[config.mk]
export PLATFORM = sky130hd
export DESIGN_NAME = ttt_game_ctrl
export DESIGN_NICKNAME = d
export VERILOG_FILES = /design/src/rtl/ttt_game_ctrl.sv
export SDC_FILE = /design/constraint.sdc
export NUM_CORES = 1
export LEC_CHECK = 0
export BUFFER_PORTS_ARGS = -buffer_cell sky130_fd_sc_hd__buf_2
export CORE_MARGIN = 4
export CORE_UTILIZATION = 50
export DETAILED_ROUTE_END_ITERATION = 10
export PLACE_DENSITY = 0.71
export SLEW_MARGIN = 20
export SYNTH_ARGS = -nofsm -noshare
export SYNTH_HDL_FRONTEND = slang
export SYNTH_SLANG_ARGS = --single-unit
[constraint.sdc]
create_clock -name clk -period 8 [get_ports clk]
set_clock_uncertainty 0.2 [all_clocks]
set_input_delay 1.2 -clock clk [delete_from_list [all_inputs] [get_ports clk]]
set_output_delay 1.2 -clock clk [all_outputs]
set_load 0.005 [all_outputs]
[src/rtl/ttt_game_ctrl.sv]
// ---------------------------------------------------------------------------
// ttt_game_ctrl
// Game-state engine for the 5x5 tic-tac-toe display, sitting upstream of vga.
// It owns the 25-cell board, the cursor and the player turn. It also performs
// mark placement, win detection over 5 rows, 5 columns and 2 diagonals, and
// draw detection.
//
// Ports
//   clk                 system clock (shared with vga)
//   reset               asynchronous, active-low reset
//   btn_up/down/left/right/place/new
//                       debounced, clk-synchronous button levels; the rising
//                       edge is the action
//   board1..board25     cell state, row-major (00 empty, 01 P1, 10 P2)
//   cursor              cursor cell index 0..24
//   turn                0 = P1 to move, 1 = P2 to move
//   place               one-cycle pulse when a mark is accepted
//   is_full             all cells occupied (combinational from the board)
//   playerwin           P1 has won (sticky until new game / reset)
//   player2win          P2 has won (sticky until new game / reset)
// ---------------------------------------------------------------------------
module ttt_game_ctrl #(
    parameter int START_CELL = 12,
    parameter bit WRAP       = 1'b1
) (
    input  logic       clk,
    input  logic       reset,
    input  logic       btn_up,
    input  logic       btn_down,
    input  logic       btn_left,
    input  logic       btn_right,
    input  logic       btn_place,
    input  logic       btn_new,
    output logic [1:0] board1,  board2,  board3,  board4,  board5,
    output logic [1:0] board6,  board7,  board8,  board9,  board10,
    output logic [1:0] board11, board12, board13, board14, board15,
    output logic [1:0] board16, board17, board18, board19, board20,
    output logic [1:0] board21, board22, board23, board24, board25,
    output logic [4:0] cursor,
    output logic       turn,
    output logic       place,
    output logic       is_full,
    output logic       playerwin,
    output logic       player2win
);

    typedef enum logic [1:0] {PLAY = 2'd0, CHECK = 2'd1, WIN = 2'd2, DRAW = 2'd3} state_t;

    // Read one 2-bit cell out of the packed board
    function automatic logic [1:0] cell_at(input logic [49:0] b, input logic [4:0] idx);
        return b[{idx, 1'b0} +: 2];
    endfunction

    // True when every cell holds a mark
    function automatic logic board_full(input logic [49:0] b);
        logic f;
        f = 1'b1;
        for (int k = 0; k < 25; k++) begin
            f &= (cell_at(b, 5'(k)) != 2'b00);
        end
        return f;
    endfunction

    // True when any row, column or full diagonal is five of 'mark'
    function automatic logic line_won(input logic [49:0] b, input logic [1:0] mark);
        logic won;
        logic hit_row, hit_col, hit_diag, hit_anti;
        won      = 1'b0;
        hit_diag = 1'b1;
        hit_anti = 1'b1;
        for (int i = 0; i < 5; i++) begin
            hit_row = 1'b1;
            hit_col = 1'b1;
            for (int j = 0; j < 5; j++) begin
                hit_row &= (cell_at(b, 5'(i * 5 + j)) == mark);
                hit_col &= (cell_at(b, 5'(j * 5 + i)) == mark);
            end
            won      |= hit_row | hit_col;
            hit_diag &= (cell_at(b, 5'(i * 6)) == mark);
            hit_anti &= (cell_at(b, 5'(4 + i * 4)) == mark);
        end
        return won | hit_diag | hit_anti;
    endfunction

    state_t      state_r;
    logic [49:0] cells_r;
    logic [4:0]  cursor_r;
    logic        turn_r, place_r, p1_win_r, p2_win_r;
    logic [5:0]  btn_q_r;
    logic        armed_r;

    logic [5:0]  btn_s, edge_s;
    logic [2:0]  row_s, col_s, next_row_s, next_col_s;
    logic [4:0]  next_cursor_s;
    logic [1:0]  mark_s;
    logic        full_s;

    // Button order: {new, place, right, left, down, up}
    assign btn_s = {btn_new, btn_place, btn_right, btn_left, btn_down, btn_up};
    // armed_r masks the first cycle after reset so a button held through
    // reset is seen as already high rather than as a fresh press
    assign edge_s = btn_s & ~btn_q_r & {6{armed_r}};

    assign row_s  = 3'(cursor_r / 5'd5);
    assign col_s  = 3'(cursor_r % 5'd5);
    assign mark_s = turn_r ? 2'b10 : 2'b01;
    assign full_s = board_full(cells_r);

    // Next cursor position for the highest-priority move edge
    always_comb begin
        next_row_s = row_s;
        next_col_s = col_s;
        if (edge_s[0]) begin
            next_row_s = (row_s == 3'd0) ? (WRAP ? 3'd4 : 3'd0) : row_s - 3'd1;
        end else if (edge_s[1]) begin
            next_row_s = (row_s == 3'd4) ? (WRAP ? 3'd0 : 3'd4) : row_s + 3'd1;
        end else if (edge_s[2]) begin
            next_col_s = (col_s == 3'd0) ? (WRAP ? 3'd4 : 3'd0) : col_s - 3'd1;
        end else if (edge_s[3]) begin
            next_col_s = (col_s == 3'd4) ? (WRAP ? 3'd0 : 3'd4) : col_s + 3'd1;
        end else begin
            next_row_s = row_s;
        end
        next_cursor_s = ({2'b00, next_row_s} * 5'd5) + {2'b00, next_col_s};
    end

    // Game FSM, board, cursor, turn, flags and button history
    always_ff @(posedge clk or negedge reset) begin
        if (!reset) begin
            state_r  <= PLAY;
            cells_r  <= 50'd0;
            cursor_r <= 5'(START_CELL);
            turn_r   <= 1'b0;
            place_r  <= 1'b0;
            p1_win_r <= 1'b0;
            p2_win_r <= 1'b0;
            btn_q_r  <= 6'd0;
            armed_r  <= 1'b0;
        end else begin
            btn_q_r <= btn_s;
            armed_r <= 1'b1;
            place_r <= 1'b0;
            if (edge_s[5]) begin
                state_r  <= PLAY;
                cells_r  <= 50'd0;
                cursor_r <= 5'(START_CELL);
                turn_r   <= 1'b0;
                p1_win_r <= 1'b0;
                p2_win_r <= 1'b0;
            end else begin
                case (state_r)
                    PLAY: begin
                        if (edge_s[4]) begin
                            // Occupied cell: the press is simply consumed
                            if (cell_at(cells_r, cursor_r) == 2'b00) begin
                                cells_r[{cursor_r, 1'b0} +: 2] <= mark_s;
                                place_r <= 1'b1;
                                state_r <= CHECK;
                            end
                        end else if (|edge_s[3:0]) begin
                            cursor_r <= next_cursor_s;
                        end
                    end
                    CHECK: begin
                        // Only the mover can have just completed a line
                        if (line_won(cells_r, mark_s)) begin
                            p1_win_r <= ~turn_r;
                            p2_win_r <= turn_r;
                            state_r  <= WIN;
                        end else if (full_s) begin
                            state_r <= DRAW;
                        end else begin
                            turn_r  <= ~turn_r;
                            state_r <= PLAY;
                        end
                    end
                    WIN, DRAW: begin
                        state_r <= state_r;
                    end
                    default: begin
                        state_r <= PLAY;
                    end
                endcase
            end
        end
    end

    assign cursor     = cursor_r;
    assign turn       = turn_r;
    assign place      = place_r;
    assign is_full    = full_s;
    assign playerwin  = p1_win_r;
    assign player2win = p2_win_r;

    assign board1  = cells_r[1:0];   assign board2  = cells_r[3:2];
    assign board3  = cells_r[5:4];   assign board4  = cells_r[7:6];
    assign board5  = cells_r[9:8];   assign board6  = cells_r[11:10];
    assign board7  = cells_r[13:12]; assign board8  = cells_r[15:14];
    assign board9  = cells_r[17:16]; assign board10 = cells_r[19:18];
    assign board11 = cells_r[21:20]; assign board12 = cells_r[23:22];
    assign board13 = cells_r[25:24]; assign board14 = cells_r[27:26];
    assign board15 = cells_r[29:28]; assign board16 = cells_r[31:30];
    assign board17 = cells_r[33:32]; assign board18 = cells_r[35:34];
    assign board19 = cells_r[37:36]; assign board20 = cells_r[39:38];
    assign board21 = cells_r[41:40]; assign board22 = cells_r[43:42];
    assign board23 = cells_r[45:44]; assign board24 = cells_r[47:46];
    assign board25 = cells_r[49:48];

endmodule
Word-level counts from Yosys, hierarchy flattened
Index checks and enable logic that the tools add are counted.
{"block": "classes", "add_sub_neg": 6, "mul": 1, "n_div": 2, "n_lt_le_gt_ge": 0, "eq_ne": 36, "n_shift": 3, "mux": 40, "bitwise": 87, "n_reduce_logical": 42}
{"op": "$mux 50", "count": 4}
{"op": "$and 1x1->1", "count": 72}
{"op": "$reduce_bool 2->1", "count": 31}
{"op": "$bwmux 50", "count": 1}
{"op": "$eq 2x2->1", "count": 25}
{"op": "$shift 2x8->50 const A", "count": 1}
{"op": "$shiftx 2x8->50", "count": 1}
{"op": "$shiftx 50x7->2", "count": 1}
{"op": "$mux 3", "count": 10}
{"op": "$mux 5", "count": 4}
{"op": "$mux 1", "count": 14}
{"op": "$and 6x6->6", "count": 2}
{"op": "$mux 2", "count": 6}
{"op": "$reduce_and 3->1", "count": 4}
{"op": "$or 1x1->1", "count": 11}
{"op": "$neg 6->8", "count": 1}
{"op": "$add 3x1->3 const B", "count": 2}
{"op": "$eq 3x3->1 const B", "count": 2}
{"op": "$logic_not 3->1", "count": 2}
{"op": "$ne 3x3->1 const B", "count": 2}
{"op": "$not 6->6", "count": 1}
{"op": "$sub 3x1->3 const B", "count": 2}
{"op": "$add 5x3->5", "count": 1}
{"op": "$div 5x3->5 const B", "count": 1}
{"op": "other kinds (12)", "count": 16}
{"block": "word_totals", "reg_bits": 68, "latchBits": 0, "ram_bits": 0, "romBits": 0, "inputBits": 8, "output_inout_bits": 60, "wordCells": 226, "mem_count": 0}

Longest topological paths before layout
Gate-level depths: netlist of the first run.
{"block": "logic_depth", "word_depth": 29, "mapped_depth": 24, "depth_no_buf": 22}

Worst setup path before layout of the first run
OpenSTA, ideal clock, no wires.
{"block": "synth_timing", "kind": "register to register", "from": "reg cursor_r[0] (netlist: cursor[0])", "to": "reg cursor_r[4] (netlist: cursor[4])", "setup_time_ps": 94, "arrival_time_ps": 4855, "required_time_ps": 7706, "setup_slack_ps": 2851, "stages_incl_launch_ff": 23, "n_path_buf": 1, "synth_period_minus_slack_ps": 5149, "cell_sequence": "dfrtp_1 -> inv_1 -> ha_1 -> buf_2 -> maj3_2 -> a22o_1 -> nor2_1 -> ha_1 -> nor4_4 -> o21ai_0 -> inv_1 -> ha_1 -> or3_1 -> a21oi_1 -> a31oi_1 -> ha_1 -> ha_1 -> ha_1 -> a21o_1 -> a21oi_1 -> xnor2_1 -> xnor2_1 -> a211oi_1"}
{"block": "synth_via", "elab_chain_len": 12, "elab_cells_between_ends": 26, "cone_classes": "add/sub: 5; mul: 1; div: 2; eq/ne: 2; mux: 14; reduce/logical: 2"}
{"item": "from (decl)", "line": "87", "source": "logic [4:0] cursor_r;"}
{"item": "from (signal assigned)", "line": "132", "source": "cursor_r <= 5'(START_CELL);"}
{"item": "from (signal assigned)", "line": "146", "source": "cursor_r <= 5'(START_CELL);"}
{"item": "from (signal assigned)", "line": "161", "source": "cursor_r <= next_cursor_s;"}
{"item": "parallel branches: the longest is 7 deep, another holds $div 5x3->5"}
{"item": "$add 5x3->5 *", "line": "124", "source": "next_cursor_s = ({2'b00, next_row_s} * 5'd5) + {2'b00, next_col_s};"}
{"item": "$mux 5 *", "line": "160", "source": "end else if (|edge_s[3:0]) begin"}
{"item": "$mux 5 *", "line": "153", "source": "if (edge_s[4]) begin"}
{"item": "$mux 5 *", "line": "151", "source": "case (state_r)"}
{"item": "$mux 5 *", "line": "143", "source": "if (edge_s[5]) begin"}
Mark *: on every way between the ends. The select of a mux whose other input is x is not followed.
A chain may end at the register's enable or synchronous reset.

Worst setup path in the final report of the first run
Ends and elaborated chain as after synthesis.

==> impl_metrics.py, run 1 <==
metrics = {
    "final_layout": {
        "antennaDiodeCount": 0,
        "syn2layout_area_growth_pct": 11.7,
        "drive_above_1_share_pct": 16.8,
        "fin_nets": 713,
    },
    "synth": {
        "synth_top_cell_area_share_pct": 31.3,
        "ys_ff_latch": 68,
        "syn-num-nets": 663,
        "synth_edf_count": 0,
        "synthCells": 635,
        "ys.warnings.count": 0,
        "synth_ff_type": "dfrtp_1",
        "synth_top_cell_by_area": "dfrtp_1",
        "async_flop_share_pct": 100,
        "synthTopCellsByArea": "dfrtp_1 31%, mux2i_1 9.3%, nand2_1 7.6%, ha_1 4.5%, nor2_1 4.3%",
        "synth_area_um2": 5280,
        "syn_area_per_cell_um2": 8.32,
        "synth_cell_type_count": 69,
        "ys_seq_area_share_pct": 32.3,
    },
    "worst_setup_path": {
        "r2r_setup_slack_ns": 1.60,
        "worstPathRequired_ns": 8.06,
        "reg2reg_to": "cursor[4]",
        "r2r-start": "cursor[0]",
        "start_kind": "flip-flop",
        "crit_fanout": 26,
        "worstPathArrival_ns": 6.46,
        "endpoint_kind": "flip-flop",
        "crit_type": "reg -> reg",
        "ff2ff_path_depth": 21,
    },
    "clock_tree": {
        "cts_resized": 0,
        "cts_setup_buffers": 0,
        "clock_sinks": 68,
        "clock_path_buffers": 2,
        "cts_tree": "built",
        "numCtsBuffers": 9,
        "root_buffer": "clkbuf_8",
        "path_clk_slew_ns": 0.08,
        "clock_latency_ns": 0.36,
        "cts_htree_levels": 3,
        "hold_buffers": 0,
    },
    "placement": {
        "port_buffers": 67,
        "pre_cts_ws_ns": 1.68,
        "dp_hpwl_mm": 12.0,
        "gp_congestion": 0.999,
    },
    "sta": {
        "worst_slack_ns": 1.60,
        "min_period_ns": 6.40,
        "rsz0062_at_grt": "false",
        "maxSlewHeadroom_pct": 36.5,
        "finalSetupTns_ns": 0,
        "fin_crit_sh_pct": 80.0,
        "setup_viol": 0,
        "worstMarginPinSlew_ns": 0.950,
        "maxSlewViolCount": 0,
        "finalHoldViolations": 0,
        "fmax_mhz": 156,
    },
    "min_path": {
        "holdPathEnd": "player2win",
        "min_path_cells": 2,
        "hp-class": "reg -> reg",
        "hp-start": "player2win",
    },
    "route": {
        "drtPass1Iterations": 5,
        "antenna_left": 0,
        "vias_per_cell": 6.39,
        "drtIter0Drc": 681,
        "wirelength_mm": 16.3,
        "wl_per_cell_um": 19.8,
        "drcViolationCount": 0,
        "vias": 5278,
    },
    "floorplan": {
        "rows": 37,
        "die_h_um": 111,
        "io_pins": 68,
        "coreArea_um2": 10300,
        "start_util_pct": 51.2,
        "dieArea_um2": 12300,
        "die_w_um": 111,
    },
    "pwr": {
        "leakage_nw": 2.57,
        "p_per_area_nw_per_um2": 342,
        "peakVddDrop_mv": 0.197,
    },
    "grt": {
        "grt_antenna_before_repair": 0,
        "grt_max_degree": 69,
        "grt_pass1_vias": 5095,
        "grt_first_pass_wirelength_mm": 26.7,
        "grtUsageTotal_pct": 26.7,
        "overflow": 0,
    },
    "outcome": {
        "status": "completed",
    },
    "flow_run": {
        "cap_violations": 0,
    },
}
cell usage in the layout, fill, tap and decap left out, types with 11 or more instances in the layout:
cell type	count
o21ai_0	16
nand2_1	107
o22ai_1	35
buf_2	67
inv_1	14
nor3_1	18
a21oi_1	22
nand3_1	18
nand3b_1	16
and3_1	16
mux2i_1	49
nor4_1	12
nor2_1	60
dfrtp_1	66
ha_1	19
or3b_2	11
nand2b_1	24
area by class of cell:
class	count	area (um2)
Sequential cell	68	1700
Fill cell	955	4420
Clock buffer	10	138
Multi-Input combinational cell	519	3350
Timing Repair Buffer	71	365
Tap cell	136	170
Clock inverter	6	111
Inverter	16	60.1
flip-flops by register name (all words and copies together), names as in the netlist:
signal and count:
cells_r 50, btn_q_r 6, cursor 5, state_r 2, armed_r 1, place 1
player2win 1, playerwin 1, turn 1
worst max path at each step:
stage	depth (start not counted)	from	endpoint
2_1_floorplan	22	cursor[0]	cursor[4]
3_3_place_gp	21	cursor[0]	cursor[4]
3_5_place_dp	21	cursor[0]	cursor[4]
4_1_cts	21	cursor[0]	cursor[4]
5_1_grt	21	cursor[0]	cursor[4]
6_report	21	cursor[0]	cursor[4]
cells in the mapped netlist, types with 3 or more instances:
cell       instances
nor4_1            12
and3_1            16
or3b_2            11
a2111oi_0          3
nor3b_1            7
nand2_1          107
and2_1             3
nor2_1            60
and4b_1            3
nand3b_1          16
o21a_1             5
dfrtp_1           66
and3b_1            3
o21ai_0           16
xnor2_1            6
inv_1             14
mux2i_1           49
o22ai_1           35
buf_4              5
nor2b_1            4
clkbuf_1          14
nand2b_1          24
a22oi_1            6
nand3_1           18
a31oi_1            6
nor3_1            18
mux4_2             4
buf_2              9
a21oi_1           22
ha_1              19
o211ai_1           5
kinds of logic after synthesis:
| logic type | share of synthesized area, % |
|---|---|
| compound gates | 15.8 |
| xor+xnor | 0.995 |
| fa+ha+maj | 5.28 |
| buf+inv | 4.26 |
| flops | 32.3 |
| mux | 11.0 |
| other cells | 0.0710 |
| simple gates | 30.4 |
metrics by stage:
step,util [%],cells,hold WS (ns),total power [mW],cell area (um2)
3_5_place_dp,54.8,810,0.327,1.63,5650
4_1_cts,57.2,826,0.347,2.00,5900
6_report,57.2,826,0.336,2.02,5900
5_1_grt,57.2,826,0.373,2.20,5900
2_1_floorplan,-,635,0.321,1.36,5280
3_3_place_gp,54.8,810,0.310,1.59,5650
metal layers:
layer | vias up | part of all wire (%) | global-route usage, %
met3 | 48 | 7.8 | 5.62
met2 | 253 | 47 | 42.7
met5 | - | 0 | 0
met4 | 0 | 3.2 | 11.3
met1 | 2557 | 42 | 35.0
li1 | 2420 | - | -
power breakdown:
| group | internal [mW] | leakage, nW | switching, mW | total (mW) |
|---|---|---|---|---|
| Clock | 0.215 | 0.122 | 0.137 | 0.353 |
| Combinational | 0.467 | 1.53 | 0.729 | 1.20 |
| Sequential | 0.374 | 0.921 | 0.0939 | 0.467 |
| Total | 1.06 | 2.57 | 0.961 | 2.02 |
worst max-delay path, cell delays in order (launching register included):
cell and delay (ns):
dfrtp_1 0.97, inv_1 0.38, ha_1 0.45, maj3_2 0.35
a22o_1 0.29, nor2_1 0.21, ha_1 0.28, nor4_4 0.09
o21ai_0 0.39, inv_1 0.12, ha_1 0.24, or3_1 0.38
a21oi_1 0.13, a31oi_1 0.09, ha_1 0.32, ha_1 0.30
ha_1 0.33, a21o_1 0.16, a21oi_1 0.16, xnor2_1 0.15
xnor2_1 0.08, a211oi_1 0.23
Note: power is estimated with default switching activity, not from simulation.
==> inputs of run 2 (changes only) <==
- PLACE_DENSITY: 0.71 -> 0.73
- clock period: 8 -> 5.22 ns (I/O delays scaled with it)
==> impl_metrics.py, run 2 (synthesis results as in run 1) <==
metrics = {
    "pwr": {
        "peakVddDrop_mv": 0.437,
        "leakage_nw": 2.65,
        "switching_power_mw": 1.53,
        "internal-power_mw": 1.75,
        "switching_share_pct": 46.7,
        "pwr-share-clk_pct": 17.3,
        "pwr-share-seq_pct": 19.0,
        "p_per_area_nw_per_um2": 540,
        "p_comb_share_pct": 63.8,
    },
    "clock_tree": {
        "cts_htree_levels": 3,
        "clock_latency_ns": 0.36,
        "path_clk_slew_ns": 0.08,
        "clock_sinks": 68,
        "cts_tree": "built",
        "numCtsBuffers": 9,
        "clock_path_buffers": 2,
        "root_buffer": "clkbuf_8",
        "hold_buffers": 0,
    },
    "grt": {
        "grt_antenna_before_repair": 0,
        "grt_pass1_vias": 4937,
        "overflow": 0,
        "grt_first_pass_wirelength_mm": 26.7,
        "grtUsageTotal_pct": 26.8,
        "grt_max_degree": 69,
    },
    "worst_setup_path": {
        "crit_fanout": 22,
        "endpoint_kind": "flip-flop",
        "start_kind": "flip-flop",
        "worstPathRequired_ns": 5.29,
        "r2r_setup_slack_ns": 0.32,
        "worstPathArrival_ns": 4.97,
        "r2r-start": "cursor[3]",
        "crit_type": "reg -> reg",
        "worstSetupStartpoint": "cursor[3]",
    },
    "route": {
        "wl_per_cell_um": 19.9,
        "vias_per_cell": 6.34,
        "antenna_left": 0,
        "drtIter0Drc": 528,
        "wirelength_mm": 16.7,
        "drcViolationCount": 0,
        "drtPass1Iterations": 6,
        "vias": 5336,
    },
    "final_layout": {
        "final_common_cell": "nand2_1",
        "finalInstanceArea_um2": 6070,
        "fin_nets": 728,
        "largest_register_ffs": 50,
        "drive_above_1_share_pct": 19.6,
        "layout_common_cells": "107 x nand2_1, 67 x buf_2, 65 x dfrtp_1",
        "regMostFlops": "cells_r",
        "utilization_pct": 58.8,
        "syn2layout_area_growth_pct": 14.8,
        "antennaDiodeCount": 0,
    },
    "sta": {
        "worstMarginPinSlew_ns": 0.997,
        "finalSetupTns_ns": 0,
        "setup_viol": 0,
        "maxSlewViolCount": 0,
        "hold_slack_ns": 0.335,
        "fin_crit_sh_pct": 93.9,
        "maxSlewHeadroom_pct": 33.3,
        "min_period_ns": 4.90,
        "finalHoldViolations": 0,
        "fmax_mhz": 204,
    },
    "floorplan": {
        "io_pins": 68,
        "dieArea_um2": 12300,
        "coreArea_um2": 10300,
        "die_w_um": 111,
        "die_h_um": 111,
        "rows": 37,
        "start_util_pct": 51.2,
    },
    "placement": {
        "port_buffers": 67,
        "dp_hpwl_mm": 12.4,
        "gp_congestion": 0.945,
        "place_area_um2": 5740,
    },
    "outcome": {
        "status": "completed",
    },
    "flow_run": {
        "cap_violations": 0,
    },
    "min_path": {
        "hp-class": "in -> reg",
        "hp-start": "btn_left",
    },
}
## run 2: path summary, 6_finish.rpt
| kind | to | cells after the start |
|---|---|---|
| hold / removal | btn_q_r[2] | 1 |
| setup reg to reg | cursor[4] | 20 |
| min in group asynchronous | cells_r[17] | 2 |
| hold reg to reg | player2win | 2 |
| setup / recovery | cursor[4] | 20 |
| max in group asynchronous | turn | 2 |
## run 2: worst max-delay path: stages, from the launching register on
cell	delay, ns
dfstp_2	0.55
buf_4	0.24
nor2b_2	0.38
a221oi_1	0.18
o21a_1	0.26
nor2_1	0.22
buf_4	0.19
nor3_1	0.06
or3_1	0.43
ha_1	0.28
and3_1	0.16
a21oi_1	0.12
a2bb2oi_1	0.17
o211ai_1	0.12
ha_1	0.29
ha_1	0.21
a21o_1	0.19
a21oi_2	0.15
xnor2_1	0.14
xnor2_1	0.08
a211oi_1	0.18
## run 2: per-layer routing
layer	wire length (um)	part of all wire, %	vias to the layer above	global-route usage, %
met2	8310	50	281	44.9
met1	6930	41	2582	35.6
met4	289	1.7	0	8.05
met3	1200	7.2	25	4.42
li1	-	-	2448	-
met5	0	0	-	0
## run 2: metrics by stage
stage                     cells  worst slack, ns  power [mW]
after floorplan             635           0.0714        2.09
after global placement      822            0.182        2.52
after detailed placement    822          0.00358        2.59
after CTS                   839           0.0248        3.17
after global routing        841          -0.0294        3.57
final                       841            0.319        3.28
## run 2: repair_timing
action	in CTS	in global routing
gates resized for setup	0	9
gates cloned	0	0
setup endpoints to repair	1	3
setup buffers	1	2
pin swaps	1	5
## run 2: layout make-up
type                            count  area [um2]
Tap cell                          136         170
Fill cell                         934        4260
Timing Repair Buffer               86         482
Inverter                           16        60.1
Sequential cell                    68        1710
Clock inverter                      5         108
Multi-Input combinational cell    519        3390
Clock buffer                       11         151
## run 2: power groups by stage
stage	clock, mW	sequential, mW	combinational, mW
after CTS	0.570	0.618	1.98
after global placement	0	0.625	1.90
after detailed placement	0	0.628	1.96
final	0.567	0.622	2.09
after global routing	0.593	0.628	2.35
after floorplan	0	0.620	1.47
==> inputs of run 3 (changes only) <==
- CTS_BUF_LIST: not set -> sky130_fd_sc_hd__clkbuf_2 sky130_fd_sc_hd__clkbuf_4 sky130_fd_sc_hd__clkbuf_8
- PLACE_DENSITY: 0.73 -> 0.71
- clock period: 5.22 -> 5.2 ns (I/O delays scaled with it)
==> impl_metrics.py, run 3 (synthesis results as in run 1) <==
metrics = {
    "grt": {
        "overflow": 0,
        "grt_antenna_before_repair": 0,
        "grt_max_degree": 69,
        "grtUsageTotal_pct": 26.8,
        "grt_pass1_vias": 5150,
        "grt_first_pass_wirelength_mm": 26.7,
    },
    "final_layout": {
        "fin_nets": 730,
        "regMostFlops": "cells_r",
        "fill_cells": 947,
        "utilization_pct": 58.5,
        "antennaDiodeCount": 0,
        "largest_register_ffs": 50,
        "finalInstanceArea_um2": 6040,
        "layout_common_cells": "107 x nand2_1, 67 x buf_2, 66 x dfrtp_1",
        "final_common_cell": "nand2_1",
        "drive_above_1_share_pct": 19.7,
        "finalNonFillerCells": 842,
        "syn2layout_area_growth_pct": 14.3,
    },
    "floorplan": {
        "dieArea_um2": 12300,
        "io_pins": 68,
        "die_w_um": 111,
        "start_util_pct": 51.2,
        "coreArea_um2": 10300,
        "rows": 37,
        "die_h_um": 111,
    },
    "route": {
        "vias_per_cell": 6.26,
        "wirelength_mm": 16.6,
        "drtPass1Iterations": 5,
        "drtIter0Drc": 588,
        "wl_per_cell_um": 19.7,
        "antenna_left": 0,
        "drcViolationCount": 0,
        "vias": 5269,
    },
    "clock_tree": {
        "clock_latency_ns": 0.36,
        "hold_buffers": 0,
        "cts_tree": "built",
        "numCtsBuffers": 9,
        "path_clk_slew_ns": 0.08,
        "root_buffer": "clkbuf_8",
        "cts_htree_levels": 3,
        "clock_path_buffers": 2,
        "clock_sinks": 68,
    },
    "sta": {
        "fin_crit_sh_pct": 94.2,
        "fmax_mhz": 204,
        "maxSlewViolCount": 0,
        "setup_viol": 0,
        "finalSetupTns_ns": 0,
        "finalHoldViolations": 0,
        "rsz0062_at_grt": "false",
        "hold_slack_ns": 0.334,
        "worstMarginPinSlew_ns": 1.01,
        "min_period_ns": 4.90,
        "maxSlewHeadroom_pct": 32.4,
    },
    "flow_run": {
        "cap_violations": 0,
    },
    "placement": {
        "place_area_um2": 5760,
        "port_buffers": 67,
        "dp.cells": 824,
        "gp_congestion": 0.938,
        "dp_hpwl_mm": 12.4,
    },
    "worst_setup_path": {
        "start_kind": "flip-flop",
        "crit_type": "reg -> reg",
        "endpoint_kind": "flip-flop",
        "r2r_setup_slack_ns": 0.30,
        "crit_fanout": 7,
        "worstPathArrival_ns": 4.97,
        "worstPathRequired_ns": 5.27,
    },
    "pwr": {
        "p_per_area_nw_per_um2": 533,
        "leakage_nw": 2.65,
        "peakVddDrop_mv": 0.494,
    },
    "outcome": {
        "status": "completed",
    },
    "min_path": {
        "hp-class": "reg -> reg",
    },
}
[run 3: path summary, 6_finish.rpt]
| path | from | endpoint | cells after the start |
|---|---|---|---|
| max | cursor[3] | cursor[4] | 22 |
| max reg2reg | cursor[3] | cursor[4] | 22 |
| max in group asynchronous | reset | state_r[1] | 2 |
| min | playerwin | playerwin | 2 |
| min reg2reg | playerwin | playerwin | 2 |
| min in group asynchronous | reset | cells_r[17] | 2 |
[run 3: timing repair]
| item | in CTS | in global routing |
|---|---|---|
| pin swaps | 0 | 5 |
| buffers inserted | 0 | 2 |
| gates resized for setup | 1 | 8 |
| endpoints found under the setup margin | 1 | 3 |
[run 3: worst max-delay path, stage by stage (launching register included)]
cell and delay [ns]:
dfstp_2 0.54, nor2_1 0.05, ha_2 0.39, and3b_1 0.20, o21ai_0 0.16, a21oi_1 0.11, nor2_2 0.20, ha_4 0.18
nor4_4 0.05, o21ai_2 0.17, inv_1 0.08, ha_1 0.22, or3_1 0.38, a21oi_1 0.14, a31oi_1 0.08, ha_1 0.33
ha_1 0.30, ha_1 0.30, a21o_1 0.17, a21oi_2 0.14, xnor2_1 0.14, xnor2_1 0.08, a211oi_1 0.19
[run 3: routing by layer]
metal / track usage, % / wire (um) / vias to the layer above
met4: 12.7 / 634 / 0
met2: 42.4 / 7790 / 232
li1: - / - / 2444
met5: 0 / 0 / -
met3: 4.09 / 1120 / 43
met1: 36.0 / 7000 / 2550
[run 3: cell type report]
cell class                 instances  area (um2)  share of cell area (%)
multi-input combinational        519        3390                    56.1
inverter                          16        60.1                   0.994
tap                              136         170                    2.82
timing repair buffer              88         497                    8.22
clock buffer                      11         145                    2.40
sequential                        68        1700                    28.2
clock inverter                     4        73.8                    1.22
[run 3: where the power goes]
| part | switching [mW] | internal [mW] |
|---|---|---|
| clock | 0.210 | 0.286 |
| sequential | 0.0373 | 0.575 |
| combinational | 1.27 | 0.841 |
| total | 1.52 | 1.70 |
[run 3: stage by stage]
step	power, mW	worst slack (ns)
finish	3.22	0.301
global route	3.47	0.0187
CTS	3.12	0.0474
detailed placement	2.62	-0.0163
global placement	2.56	0.158
floorplan	2.09	0.0514
